**src/rtl/arm_adder_pkg.sv**
```systemverilog
// Shared types and defaults for the shared-adder controller.
package arm_adder_pkg;

  localparam int N_REQ_DEF = 4;
  localparam int WIDTH_DEF = 32;

  typedef enum logic [1:0] {
    S_IDLE,
    S_EXEC,
    S_RESP
  } adder_ctrl_state_t;

endpackage

```
**src/rtl/rr_arbiter.sv**
```systemverilog
// Combinational round-robin arbiter: grants the first requester at or after rr_ptr, wrapping.
// Zero latency; grant is all-zero when enable is low or nothing requests.
module rr_arbiter #(
  parameter int N_REQ = 4,
  parameter int ID_W  = $clog2(N_REQ)
) (
  input  logic [N_REQ-1:0] req,
  input  logic [ID_W-1:0]  rr_ptr,
  input  logic             enable,
  output logic [N_REQ-1:0] grant,
  output logic [ID_W-1:0]  grant_idx
);

  logic [ID_W:0] w_pos;
  logic          w_found;

  always_comb begin
    grant     = '0;
    grant_idx = '0;
    w_pos     = '0;
    w_found   = 1'b0;
    for (int k = 0; k < N_REQ; k++) begin
      // rr_ptr + k stays below 2*N_REQ, so one subtraction wraps it
      w_pos = {1'b0, rr_ptr} + (ID_W+1)'(k);
      if (w_pos >= (ID_W+1)'(N_REQ)) begin
        w_pos = w_pos - (ID_W+1)'(N_REQ);
      end
      if (enable && !w_found && req[w_pos[ID_W-1:0]]) begin
        grant[w_pos[ID_W-1:0]] = 1'b1;
        grant_idx              = w_pos[ID_W-1:0];
        w_found                = 1'b1;
      end
    end
  end

endmodule

```
**src/rtl/adder_share_ctrl.sv**
```systemverilog
// Shares one external adder among N_REQ requesters with round-robin grant; transfer at T -> rsp_valid at T+2.
// One op in flight; while a response waits for rsp_ready no new request is granted.
module adder_share_ctrl
  import arm_adder_pkg::*;
#(
  parameter int N_REQ = N_REQ_DEF,
  parameter int WIDTH = WIDTH_DEF,
  parameter int ID_W  = $clog2(N_REQ)
) (
  input  logic                   clk,
  input  logic                   reset,
  input  logic [N_REQ-1:0]       req_valid,
  input  logic [N_REQ*WIDTH-1:0] req_a,
  input  logic [N_REQ*WIDTH-1:0] req_b,
  output logic [N_REQ-1:0]       req_ready,
  output logic [WIDTH-1:0]       add_a,
  output logic [WIDTH-1:0]       add_b,
  input  logic [WIDTH-1:0]       add_s,
  output logic                   rsp_valid,
  output logic [ID_W-1:0]        rsp_id,
  output logic [WIDTH-1:0]       rsp_sum,
  input  logic                   rsp_ready
);

  adder_ctrl_state_t r_state;
  adder_ctrl_state_t w_state_nxt;

  logic [ID_W-1:0]  r_rr_ptr;
  logic [WIDTH-1:0] r_op_a;
  logic [WIDTH-1:0] r_op_b;
  logic [ID_W-1:0]  r_op_id;
  logic             r_rsp_vld;
  logic [ID_W-1:0]  r_rsp_id;
  logic [WIDTH-1:0] r_rsp_sum;

  logic             w_arb_en;
  logic [N_REQ-1:0] w_grant;
  logic [ID_W-1:0]  w_gnt_idx;
  logic             w_xfer;
  logic [ID_W-1:0]  w_ptr_nxt;
  logic [WIDTH-1:0] w_sel_a;
  logic [WIDTH-1:0] w_sel_b;

  // Arbitration runs when idle, or when the pending result is consumed this cycle
  assign w_arb_en = (r_state == S_IDLE) || ((r_state == S_RESP) && rsp_ready);

  rr_arbiter #(
    .N_REQ (N_REQ),
    .ID_W  (ID_W)
  ) u_arb (
    .req       (req_valid),
    .rr_ptr    (r_rr_ptr),
    .enable    (w_arb_en),
    .grant     (w_grant),
    .grant_idx (w_gnt_idx)
  );

  assign w_xfer    = |(req_valid & w_grant);
  assign w_ptr_nxt = (w_gnt_idx == ID_W'(N_REQ-1)) ? '0 : w_gnt_idx + 1'b1;
  assign w_sel_a   = req_a[int'(w_gnt_idx)*WIDTH +: WIDTH];
  assign w_sel_b   = req_b[int'(w_gnt_idx)*WIDTH +: WIDTH];

  always_comb begin
    w_state_nxt = r_state;
    case (r_state)
      S_IDLE: if (w_xfer) w_state_nxt = S_EXEC;
      S_EXEC: w_state_nxt = S_RESP;
      S_RESP: begin
        if (rsp_ready) begin
          w_state_nxt = w_xfer ? S_EXEC : S_IDLE;
        end
      end
      default: w_state_nxt = S_IDLE;
    endcase
  end

  always_ff @(posedge clk) begin
    if (reset) begin
      r_state   <= S_IDLE;
      r_rr_ptr  <= '0;
      r_op_a    <= '0;
      r_op_b    <= '0;
      r_op_id   <= '0;
      r_rsp_vld <= 1'b0;
      r_rsp_id  <= '0;
      r_rsp_sum <= '0;
    end else begin
      r_state <= w_state_nxt;
      if (w_xfer) begin
        r_op_a   <= w_sel_a;
        r_op_b   <= w_sel_b;
        r_op_id  <= w_gnt_idx;
        r_rr_ptr <= w_ptr_nxt;
      end
      // Adder output is only meaningful while the operand registers hold a fresh op
      if (r_state == S_EXEC) begin
        r_rsp_sum <= add_s;
        r_rsp_id  <= r_op_id;
        r_rsp_vld <= 1'b1;
      end else if ((r_state == S_RESP) && rsp_ready) begin
        r_rsp_vld <= 1'b0;
      end
    end
  end

  assign req_ready = w_grant;
  assign add_a     = r_op_a;
  assign add_b     = r_op_b;
  assign rsp_valid = r_rsp_vld;
  assign rsp_id    = r_rsp_id;
  assign rsp_sum   = r_rsp_sum;

endmodule

```
**config.mk**
```make
export PLATFORM = sky130hd
export DESIGN_NAME = adder_share_ctrl
export DESIGN_NICKNAME = d
export VERILOG_FILES = /design/src/rtl/arm_adder_pkg.sv /design/src/rtl/rr_arbiter.sv /design/src/rtl/adder_share_ctrl.sv
export SDC_FILE = /design/constraint.sdc
export NUM_CORES = 1
export LEC_CHECK = 0
export CORE_AREA = 3 3 153 155
export CTS_CLUSTER_SIZE = 14
export DETAILED_ROUTE_END_ITERATION = 6
export DIE_AREA = 0 0 156 158
export GPL_TIMING_DRIVEN = 0
export SYNTH_ARGS = -nofsm -noshare
export SYNTH_HDL_FRONTEND = slang
export SYNTH_SLANG_ARGS = --single-unit
```
**constraint.sdc**
```tcl
create_clock -name clk -period 4.1 [get_ports clk]
set_input_delay 0.615 -clock clk [delete_from_list [all_inputs] [get_ports clk]]
set_output_delay 0.615 -clock clk [all_outputs]
set_load 0.1 [all_outputs]
```
# [Word-level counts from Yosys, hierarchy flattened]
# Index checks and enable logic that the tools add are counted.
[word_totals] wordCells=97 in_bits=295 regBits=105 output_inout_bits=103
[classes] bitwise=4 n_eq_ne=5 reduce_logical=20 magnitude_cmp=12 add_sub_neg=8 n_mux=38 shifts=2
[ops] operator="$shiftx A128 B8 Y32" n=2
[ops] operator="$mux W2" n=11
[ops] operator="$mux W4" n=4
[ops] operator="$mux W1" n=14
[ops] operator="$logic_and A1 B1 Y1" n=12
[ops] operator="$lt A2 B3 Y1 const B" n=4
[ops] operator="$or A4 B4 Y4" n=3
[ops] operator="$ge A3 B3 Y1 const B" n=3
[ops] operator="$bmux W1 S2" n=4
[ops] operator="$demux W1 S2" n=4
[ops] operator="$ge A2 B1 Y1 const B" n=4
[ops] operator="$sub A2 B1 Y2 const B" n=4
[ops] operator="$add A2 B2 Y3 const B" n=2
[ops] operator="$pmux W2 S3" n=1
[ops] operator="$and A4 B4 Y4" n=1
[ops] operator="$eq A2 B2 Y1 const B" n=2
[ops] operator="$ne A2 B2 Y1 const B" n=2
[ops] operator="$reduce_or A4 Y1" n=1
[ops] operator="$add A2 B1 Y3 const B" n=1
[ops] operator="$ge A2 B3 Y1 const B" n=1
[ops] operator="$logic_not A1 Y1" n=3
[ops] operator="$add A2 B1 Y2 const B" n=1
[ops] operator="$eq A2 B1 Y1 const B" n=1
[ops] operator="$logic_not A2 Y1" n=1
[ops] operator="other kinds (3)" n=3

# [Longest topological paths before layout]
# Gate-level depths: netlist of run 1.
[depth] depth_word=23 depth_mapped=14 ltp_nobuf=11

# [Modules after synthesis]
# Synthesis of run 1 repeated with hierarchy kept, for this count alone.
[hier_totals] cells_unflattened=625 hier_area_um2=6077.1
[modules_own_cells] module="adder_share_ctrl" area_per_inst_um2=5440.2 cells_per_inst=554 seq_area_each_um2=2102.0 instances=1
[modules_own_cells] module="rr_arbiter" area_per_inst_um2=636.9 cells_per_inst=71 seq_area_each_um2=0.0 instances=1

# [Worst setup path before layout of run 1]
# Ideal clock, no wire load.
[synth_timing] path_kind="reg2reg" from="register r_rr_ptr[0]" to="register r_rr_ptr[0]" setup_ns=0.070 arrival_time_ns=4.435 synth_period_minus_slack_ns=4.505 stages_incl_launch_ff=13 path_slack_ns=-0.405 n_path_buf=2 required_ns=4.030 cell_sequence="dfxtp_1 inv_1 ha_1 or3b_1 a21oi_1 o21ai_0 o221ai_1 a22oi_1 and3_1 buf_6 buf_6 or3_1 a21oi_1"
[synth_between] elab_chain_cells=20 elab_cells_between_ends=72 cone_classes="add/sub: 8; order compare: 12; eq/ne: 1; mux: 32; bitwise: 4; reduce/logical: 15"
[synth_lines] item="from (decl)" line="adder_share_ctrl.sv:28" rtl="logic [ID_W-1:0] r_rr_ptr;"
[synth_lines] item="from (signal assigned)" line="adder_share_ctrl.sv:93" rtl="r_rr_ptr <= w_ptr_nxt;"
[synth_lines] item="parallel branches: the longest is 17 deep, another holds $add A2 B1 Y3"
[synth_lines] item="$mux W4 (*)" line="rr_arbiter.sv:28" rtl="if (enable && !w_found && req[w_pos[ID_W-1:0]]) begin"
[synth_lines] item="via req_ready[3]" line="adder_share_ctrl.sv:15" rtl="output logic [N_REQ-1:0] req_ready,"
[synth_lines] item="$and A4 B4 Y4 (*)" line="adder_share_ctrl.sv:58" rtl="assign w_xfer = |(req_valid & w_grant);"
[synth_lines] item="$reduce_or A4 Y1 (*)" line="adder_share_ctrl.sv:58"
# Mark *: on every way through the listed nets, which the timed path passes. The select of a mux whose other input is x is not followed.
# A chain may end at the register's enable or synchronous reset.

# [Worst setup path in the final report of run 1]
[layout_timing] from="register r_rr_ptr[0]" to="output port req_ready[3]"
[layout_between] elab_chain_cells=18 elab_cells_between_ends=63 cone_classes="add/sub: 7; order compare: 12; mux: 27; bitwise: 3; reduce/logical: 14"
[layout_lines] item="parallel branches: the longest is 17 deep, another holds $add A2 B1 Y3"
[layout_lines] item="$mux W4 (*)" line="rr_arbiter.sv:28"
[layout_lines] item="to (decl)" line="adder_share_ctrl.sv:15"
# Mark *: on every way between the ends. The select of a mux whose other input is x is not followed.

==> results of run 1 <==
==> cell usage in the layout, fill, tap and decap left out, types with 2 or more instances in the layout <==
| cell type | instances |
|---|---|
| sky130_fd_sc_hd__a21oi_1 | 231 |
| sky130_fd_sc_hd__a221o_1 | 64 |
| sky130_fd_sc_hd__a32oi_1 | 4 |
| sky130_fd_sc_hd__buf_1 | 2 |
| sky130_fd_sc_hd__buf_2 | 40 |
| sky130_fd_sc_hd__buf_4 | 5 |
| sky130_fd_sc_hd__buf_6 | 14 |
| sky130_fd_sc_hd__clkbuf_1 | 26 |
| sky130_fd_sc_hd__clkbuf_16 | 9 |
| sky130_fd_sc_hd__clkdlybuf4s50_1 | 392 |
| sky130_fd_sc_hd__clkinv_2 | 2 |
| sky130_fd_sc_hd__clkinv_4 | 2 |
| sky130_fd_sc_hd__dfxtp_1 | 105 |
| sky130_fd_sc_hd__diode_2 | 2 |
| sky130_fd_sc_hd__ha_1 | 9 |
| sky130_fd_sc_hd__inv_1 | 7 |
| sky130_fd_sc_hd__mux2_2 | 3 |
| sky130_fd_sc_hd__mux2i_1 | 6 |
| sky130_fd_sc_hd__mux4_2 | 3 |
| sky130_fd_sc_hd__nand2_1 | 264 |
| sky130_fd_sc_hd__nand2b_1 | 2 |
| sky130_fd_sc_hd__nand3_1 | 4 |
| sky130_fd_sc_hd__nand3b_1 | 3 |
| sky130_fd_sc_hd__nor2_1 | 9 |
| sky130_fd_sc_hd__nor2b_1 | 7 |
| sky130_fd_sc_hd__nor3_1 | 4 |
| sky130_fd_sc_hd__o21ai_0 | 3 |
| sky130_fd_sc_hd__o221ai_2 | 4 |
==> flip-flops by register name, indices dropped and copies added (netlist names) <==
name       count
r_rr_ptr       2
add_b         32
r_op_id        2
rsp_id         2
r_state        2
rsp_valid      1
rsp_sum       32
add_a         32
==> worst reg2reg max path: cells and delay by family (launching register included) <==
family | cells | cell delay (ns)
DFF | 1 | 0.59
AOI/OAI and AO/OA | 5 | 1.35
buffers and inverters | 5 | 1.07
and+or+nand+nor | 2 | 0.30
adders and majority gates | 1 | 0.42
==> cell usage after synthesis, types with 5 or more instances <==
cell | number | area (um^2)
sky130_fd_sc_hd__clkbuf_1 | 26 | 97.59
sky130_fd_sc_hd__buf_4 | 5 | 37.54
sky130_fd_sc_hd__dfxtp_1 | 105 | 2102
sky130_fd_sc_hd__buf_2 | 36 | 180.2
sky130_fd_sc_hd__inv_1 | 7 | 26.28
sky130_fd_sc_hd__mux2i_1 | 6 | 60.06
sky130_fd_sc_hd__ha_1 | 9 | 112.6
sky130_fd_sc_hd__nor2b_1 | 7 | 43.79
sky130_fd_sc_hd__buf_6 | 14 | 157.7
sky130_fd_sc_hd__a221o_1 | 64 | 640.6
sky130_fd_sc_hd__nor2_1 | 9 | 33.78
sky130_fd_sc_hd__a21oi_1 | 231 | 1156
sky130_fd_sc_hd__nand2_1 | 264 | 991.0
==> area by class of cell <==
cell class / instances / area, um^2 / area share, %
antenna: 2 / 5.005 / 0.04676
buffer: 84 / 495.5 / 4.629
clock buffer: 9 / 225.2 / 2.104
clock inverter: 7 / 66.31 / 0.6196
inverter: 9 / 35.03 / 0.3273
multi-input combinational: 639 / 3480 / 32.51
sequential: 105 / 2102 / 19.64
tap: 280 / 350.3 / 3.273
timing repair buffer: 396 / 3944 / 36.85
==> what timing repair did <==
item,CTS,global route
endpoints found under the hold margin,0,0
resized for setup,12,8
gates cloned,0,0
setup endpoints to repair,4,4
==> kinds of logic after synthesis <==
family / after synthesis / synth area share, %
adders and majority gates: 9 / 1.850
muxes: 12 / 2.652
AOI/OAI and AO/OA: 315 / 32.21
DFF: 105 / 34.53
buffers and inverters: 93 / 8.715
and+or+nand+nor: 303 / 20.04
==> metrics by stage <==
stage / cell area, um^2 / total power [mW] / cells / util (%) / hold slack [ns]
after detailed placement: 10430 / 6.823 / 1513 / 47.48 / 0.4422
after global routing: 10700 / 8.108 / 1531 / 48.74 / 0.4684
after CTS: 10720 / 7.710 / 1529 / 48.83 / 0.4531
final: 10700 / 7.637 / 1531 / 48.74 / 0.4514
after global placement: 10430 / 6.811 / 1513 / 47.48 / 0.4382
after floorplan: 6112 / 5.223 / 837 / - / 0.4316
==> path summary, 6_finish.rpt <==
check	from	to	slack (ns)	depth (start not counted)
setup / recovery	r_rr_ptr[0]$_SDFFE_PP0P_	req_ready[3]	0.21	7
setup reg to reg	r_rr_ptr[0]$_SDFFE_PP0P_	add_a[25]$_SDFFE_PP0P_	0.32	13
hold reg to reg	add_b[5]$_SDFFE_PP0P_	add_b[5]$_SDFFE_PP0P_	0.45	2
hold / removal	add_b[5]$_SDFFE_PP0P_	add_b[5]$_SDFFE_PP0P_	0.45	2
==> per-layer routing <==
layer  wire length (um)  track usage [%]  vias to the layer above
met4                782            7.696                        0
met1              12720            29.30                     3566
met3               2355            5.932                       41
met2              14690            40.08                      308
met5                  0                0                        -
li1                   -                -                     3773
==> where the power goes <==
part           leakage [nW]  internal [mW]  switching, mW  total (mW)
combinational          2.81           1.68           3.70        5.38
clock                 0.141          0.426          0.438       0.863
sequential            0.859           1.26          0.133        1.40
==> flow_summary.rst, run 1 <==
.. list-table::
   :header-rows: 1

   * - Metric
     - Value
   * - Number of buffers created by CTS
     - 9
   * - CTS H-tree lvls
     - 3
   * - Initial antenna violation count
     - 2
   * - Bufs on Longest Clock Path
     - 2
   * - CP bufs+invs
     - 2
   * - Starting DRC count in detailed routing
     - 430
   * - Outcome
     - completed
   * - Core Rows
     - 54
   * - Die boundary width
     - 156 um
   * - Count of vias placed by the detailed router
     - 7,688
   * - Top-level port count
     - ~400
   * - Worst ir drop on vdd
     - around 0.39 mV
   * - Total Routed Length
     - 30,540 um
   * - Rel. slew slack
     - 28.00%
   * - Final hold vios
     - 0
   * - Post-route clock skew
     - slightly above 0.01 ns
   * - Delay of the slowest critical-path stage
     - 0.59 ns
   * - Setup bufs post-CTS
     - 0
   * - Fraction of layout cells with a size suffix above 1
     - 7.446%
   * - Number of instances in the synthesized netlist
     - 837
   * - Cells along the critical path
     - inv_1, ha_1, or3b_1, a21oi_1, o21ai_0, o221ai_2, buf_2
   * - CP Capture Type
     - output pin
   * - Worst path required time
     - 3.48 ns
   * - Vias/cell
     - 5.022
   * - Number of distinct library cells after synthesis
     - 45
   * - Slowest CP cell
     - sky130_fd_sc_hd__dfxtp_1
   * - Count of nets after finishing
     - 1,548
   * - Async S/R FF share, synth
     - 0%
   * - Die boundary height
     - 158 um
   * - Count of clock tree sinks
     - roughly 110
   * - Number of enable-type register cells in the synthesized netlist
     - 0
   * - Routability congestion estimate
     - ~0.88
   * - Startpoint types
     - register
   * - Period utilisation layout
     - between 90% and 100%
   * - Area of the core
     - around 22,000 um^2
   * - TritonCTS clock tree
     - built
   * - Worst-margin pin slew
     - 1.077 ns
   * - Global-route wire length before repair
     - around 45,000 um
   * - Die outline area
     - 24,650 um^2
   * - DRC violation count after routing
     - 0
   * - Post-route antenna net violation count
     - 0
   * - Vias in the first global route
     - approximately 7,600
   * - Final setup violating endpoints
     - 0
   * - Overall fraction of global-route tracks in use
     - 23.58%
   * - Setup slack of the critical path after layout
     - 0.2098 ns
   * - #FFs+latches synth
     - between 100 and 150
   * - Final critical-path required period
     - 3.890 ns
   * - Starting density of the core
     - 27.72%
   * - Critical Path AT
     - 3.28 ns
   * - Hold bufs inserted after CTS
     - 0
   * - RSZ-0062 raised after global routing
     - no
   * - Slew Limit Fails
     - 0
   * - Fill cell total of the finished layout
     - ~2,200
   * - Power per cell area
     - 713.5 nW/um^2
   * - Routed wire per std cell
     - 19.95 um
   * - Worst min-delay path category
     - register to register
   * - Pin count of the biggest net entering global routing
     - 20
   * - Sequential cell area fraction in the yosys report
     - 34.53%
   * - Post-synthesis area per instance
     - 7.273 um^2
   * - Maxcap violations
     - 0
   * - HPWL after DPL
     - 24,050 um
   * - Number of iterations in the first detailed-routing pass
     - 5
   * - Max Freq
     - 257.1 MHz
   * - Port bufs
     - 396
   * - Total standard cell area after synthesis
     - 6087 um^2
   * - Leakage
     - 3.812 nW
   * - Type of the worst setup path
     - register to output pin
   * - Area added between synthesis and finish
     - 75.83%
   * - Net count of the mapped netlist
     - 1,141
   * - Clock latency reported for the late side of the worst-skew pair
     - 0.36 ns
   * - Clock transition time at the flip-flop clock pins of the worst setup and hold paths
     - 0.07 ns
   * - Final sum of negative setup slack
     - 0 ns
   * - Commonest register cell after synthesis
     - sky130_fd_sc_hd__dfxtp_1
   * - Clock tree root buffer cell
     - sky130_fd_sc_hd__clkbuf_16
   * - Pre-CTS worst setup slack
     - -0.1013 ns
   * - Remaining Overflow, GRT
     - 0
   * - Highest net fanout along the worst path
     - 10
   * - Cell family with the largest share of critical-path delay
     - compound AO/OA/AOI/OAI gates
   * - Count of yosys warnings during synthesis
     - 0
(Power assumes the default switching activity.)
==> inputs of run 2 (changes only) <==
PLACE_DENSITY = 0.66   (was default)
clock period = 3.12 ns   (was 4.1 ns; I/O delays follow)
==> flow_summary.rst, run 2 (synthesis gave the netlist of run 1 again) <==
.. list-table::
   :header-rows: 1

   * - Metric
     - Value
   * - Post-route clock skew
     - just under 0.008 ns
   * - Clock transition time at the flip-flop clock pins of the worst setup and hold paths
     - 0.08 ns
   * - Inst Count DP
     - 1,513
   * - Post-route antenna net violation count
     - 0
   * - End of the worst register-to-register path
     - r_rr_ptr[0]$_SDFFE_PP0P_
   * - Initial antenna violation count
     - 0
   * - Final Non-Filler Cells
     - 1,538
   * - Area added between synthesis and finish
     - 83.25%
   * - Top-level port count
     - 398
   * - Critical Path AT
     - 3.35 ns
   * - Met3 track demand over resource
     - 4.757%
   * - Placed Instance Area
     - 10,510 um^2
   * - Leading cell types in the layout, fill and taps excluded
     - sky130_fd_sc_hd__clkdlybuf4s50_1 (391), sky130_fd_sc_hd__nand2_1 (264), sky130_fd_sc_hd__a21oi_1 (226)
   * - Maxcap violations
     - 0
   * - Routed wire per std cell
     - 19.76 um
   * - Launching point of the worst reg2reg path
     - r_rr_ptr[1]$_SDFFE_PP0P_
   * - Highest net fanout along the worst path
     - 10
   * - Worst ir drop on vdd
     - 0.4303 mV
   * - Die boundary height
     - between 150 and 200 um
   * - Number of iterations in the first detailed-routing pass
     - 6
   * - Most used routing layer
     - met2
   * - Vias/cell
     - 5.116
   * - Slowest CP cell
     - sky130_fd_sc_hd__mux4_2
   * - Worst-margin pin slew
     - 1.140 ns
   * - Count of clock tree sinks
     - ~110
   * - Max Freq
     - about 330 MHz
   * - Starting density of the core
     - 27.72%
   * - Die outline area
     - between 20,000 and 25,000 um^2
   * - Core Rows
     - 54
   * - CTS H-tree lvls
     - 3
   * - Worst min-delay path category
     - register to register
   * - Global-route track usage on met2
     - about two fifths
   * - Area of the core
     - 21,960 um^2
   * - Worst Hold Endpoint
     - add_b[1]$_SDFFE_PP0P_
   * - Bufs on Longest Clock Path
     - 2
   * - Worst hold stages
     - 2
   * - FF+latch area
     - 2110 um^2
   * - Overall fraction of global-route tracks in use
     - 22.77%
   * - Startpoint types
     - primary input
   * - Cells along the critical path
     - clkdlybuf4s50_1, buf_2, mux4_2, and2b_4, nor3_2, a211oi_2, buf_6, clkbuf_4, a21oi_1, a221o_1, a21oi_1
   * - Final setup violating endpoints
     - 0
   * - Routability congestion estimate
     - 0.8801
   * - Worst path required time
     - 3.40 ns
   * - Starting DRC count in detailed routing
     - between 500 and 600
   * - Delay of the slowest critical-path stage
     - 0.50 ns
   * - Fraction of layout cells with a size suffix above 1
     - 10.25%
   * - Global-route wire length before repair
     - 43,440 um
   * - Slew Limit Fails
     - 0
   * - DRC violation count after routing
     - 0
   * - Die boundary width
     - between 150 and 200 um
   * - Antenna diode count
     - 0
   * - Power per cell area
     - 954.4 nW/um^2
   * - Clock latency reported for the late side of the worst-skew pair
     - 0.36 ns
   * - Most used cell along the critical path
     - sky130_fd_sc_hd__a21oi_1
   * - Outcome
     - completed
   * - RSZ-0062 raised after global routing
     - yes
   * - Reg2Reg Depth
     - 12
   * - Met1 Use GR
     - 29.09%
   * - Hold bufs inserted after CTS
     - 0
   * - Rel. slew slack
     - 23.75%
   * - CP bufs+invs
     - 4
   * - Cell family with the largest share of critical-path delay
     - buffers and inverters
   * - Final critical-path required period
     - around 3.1 ns
   * - Final hold vios
     - 0
   * - Count of nets after finishing
     - 1,557
   * - Launch point of the worst hold path
     - add_b[1]$_SDFFE_PP0P_
   * - Period utilisation layout
     - between 90% and 100%
   * - Port bufs
     - ~400
   * - Count of vias placed by the detailed router
     - 7,869
   * - Leakage
     - 4.014 nW
   * - Most common cell after layout, fill and taps aside
     - sky130_fd_sc_hd__clkdlybuf4s50_1
   * - Multi-input gate area in the final layout
     - 3621 um^2
   * - CP Capture Type
     - register
   * - Remaining Overflow, GRT
     - 0
   * - HPWL after DPL
     - 23,400 um
   * - Setup slack on the worst flop-to-flop path
     - 0.08 ns
   * - Clock tree root buffer cell
     - sky130_fd_sc_hd__clkbuf_16
   * - TritonCTS clock tree
     - built
   * - Type of the worst setup path
     - primary input to register
   * - Number of buffers created by CTS
     - 9
   * - Fill cell total of the finished layout
     - 2,146
   * - Vias in the first global route
     - between 7,000 and 8,000
   * - Total Routed Length
     - just over 30,000 um
   * - Pin count of the biggest net entering global routing
     - 19
   * - Post-route cell area
     - 11,150 um^2
-- run 2: cell count changes in the layout (fill, tap and decap cells not counted), moves of 3 or more --
cell and delta:
sky130_fd_sc_hd__a21oi_1 -5, sky130_fd_sc_hd__a21oi_2 +3, sky130_fd_sc_hd__buf_12 +4, sky130_fd_sc_hd__buf_2 -34
sky130_fd_sc_hd__buf_4 +22, sky130_fd_sc_hd__buf_6 +7, sky130_fd_sc_hd__clkbuf_1 -7, sky130_fd_sc_hd__clkbuf_4 +12
sky130_fd_sc_hd__inv_4 +3, sky130_fd_sc_hd__o221ai_2 -4, sky130_fd_sc_hd__o221ai_4 +4
-- run 2: where the power goes --
group	internal (mW)	switching [mW]	total, mW	leakage, nW
Sequential	1.66	0.172	1.83	0.860
Combinational	2.65	5.00	7.65	3.01
Clock	0.576	0.581	1.16	0.145
Total	4.89	5.76	10.6	4.01
-- run 2: tightest hold or removal path: cells and delay by family, from the launching register on --
| kind | cells | cell delay (ns) |
|---|---|---|
| AOI/OAI and AO/OA | 1 | 0.05 |
| DFF | 1 | 0.31 |
| and+or+nand+nor | 1 | 0.05 |
-- run 2: cell type report --
class,instances,area share [%]
timing repair buffer,406,36.46
multi-input combinational,639,32.46
sequential,105,18.91
buffer,83,6.091
tap,280,3.141
clock buffer,10,2.142
clock inverter,6,0.4375
inverter,9,0.3589
-- run 2: how the worst max path moves through the flow --
stage / startpoint / to / slack [ns] / cells past startpoint
after floorplan: r_rr_ptr[1]$_SDFFE_PP0P_ / r_rr_ptr[0]$_SDFFE_PP0P_ / -0.02 / 12
after global placement: req_valid[3] / req_ready[0] / -0.71 / 7
final: req_valid[3] / add_a[25]$_SDFFE_PP0P_ / 0.06 / 11
after detailed placement: req_valid[3] / req_ready[1] / -0.75 / 7
after CTS: r_rr_ptr[1]$_SDFFE_PP0P_ / add_a[17]$_SDFFE_PP0P_ / 0.008 / 13
after global routing: req_valid[3] / add_a[29]$_SDFFE_PP0P_ / -0.03 / 11
-- run 2: layer usage --
metal  part of all wire [%]  wire, um
met1                     41     12470
met3                    7.3      2219
met5                      0         0
met4                    2.4       731
met2                     49     14970
-- run 2: timing repair --
| action | in CTS | in global routing |
|---|---|---|
| gates resized for setup | 44 | 80 |
| gates cloned | 0 | 2 |
| buffers inserted | 2 | 6 |
| endpoints found under the setup margin | 67 | 67 |
| pin swaps | 0 | 5 |
-- run 2: per-stage QoR --
| stage | util [%] | setup WS, ns | hold WS, ns | power, mW | setup TNS [ns] |
|---|---|---|---|---|---|
| 2_1_floorplan | - | -0.02225 | 0.4316 | 6.927 | -1.060 |
| 3_3_place_gp | 47.87 | -0.7093 | 0.4373 | 9.014 | -26.77 |
| 3_5_place_dp | 47.87 | -0.7471 | 0.4423 | 9.034 | -28.99 |
| 4_1_cts | 49.43 | 0.008205 | 0.4522 | 10.29 | 0 |
| 5_1_grt | 50.80 | -0.03037 | 0.4652 | 11.24 | -0.1643 |
| 6_report | 50.80 | 0.05574 | 0.4490 | 10.65 | 0 |
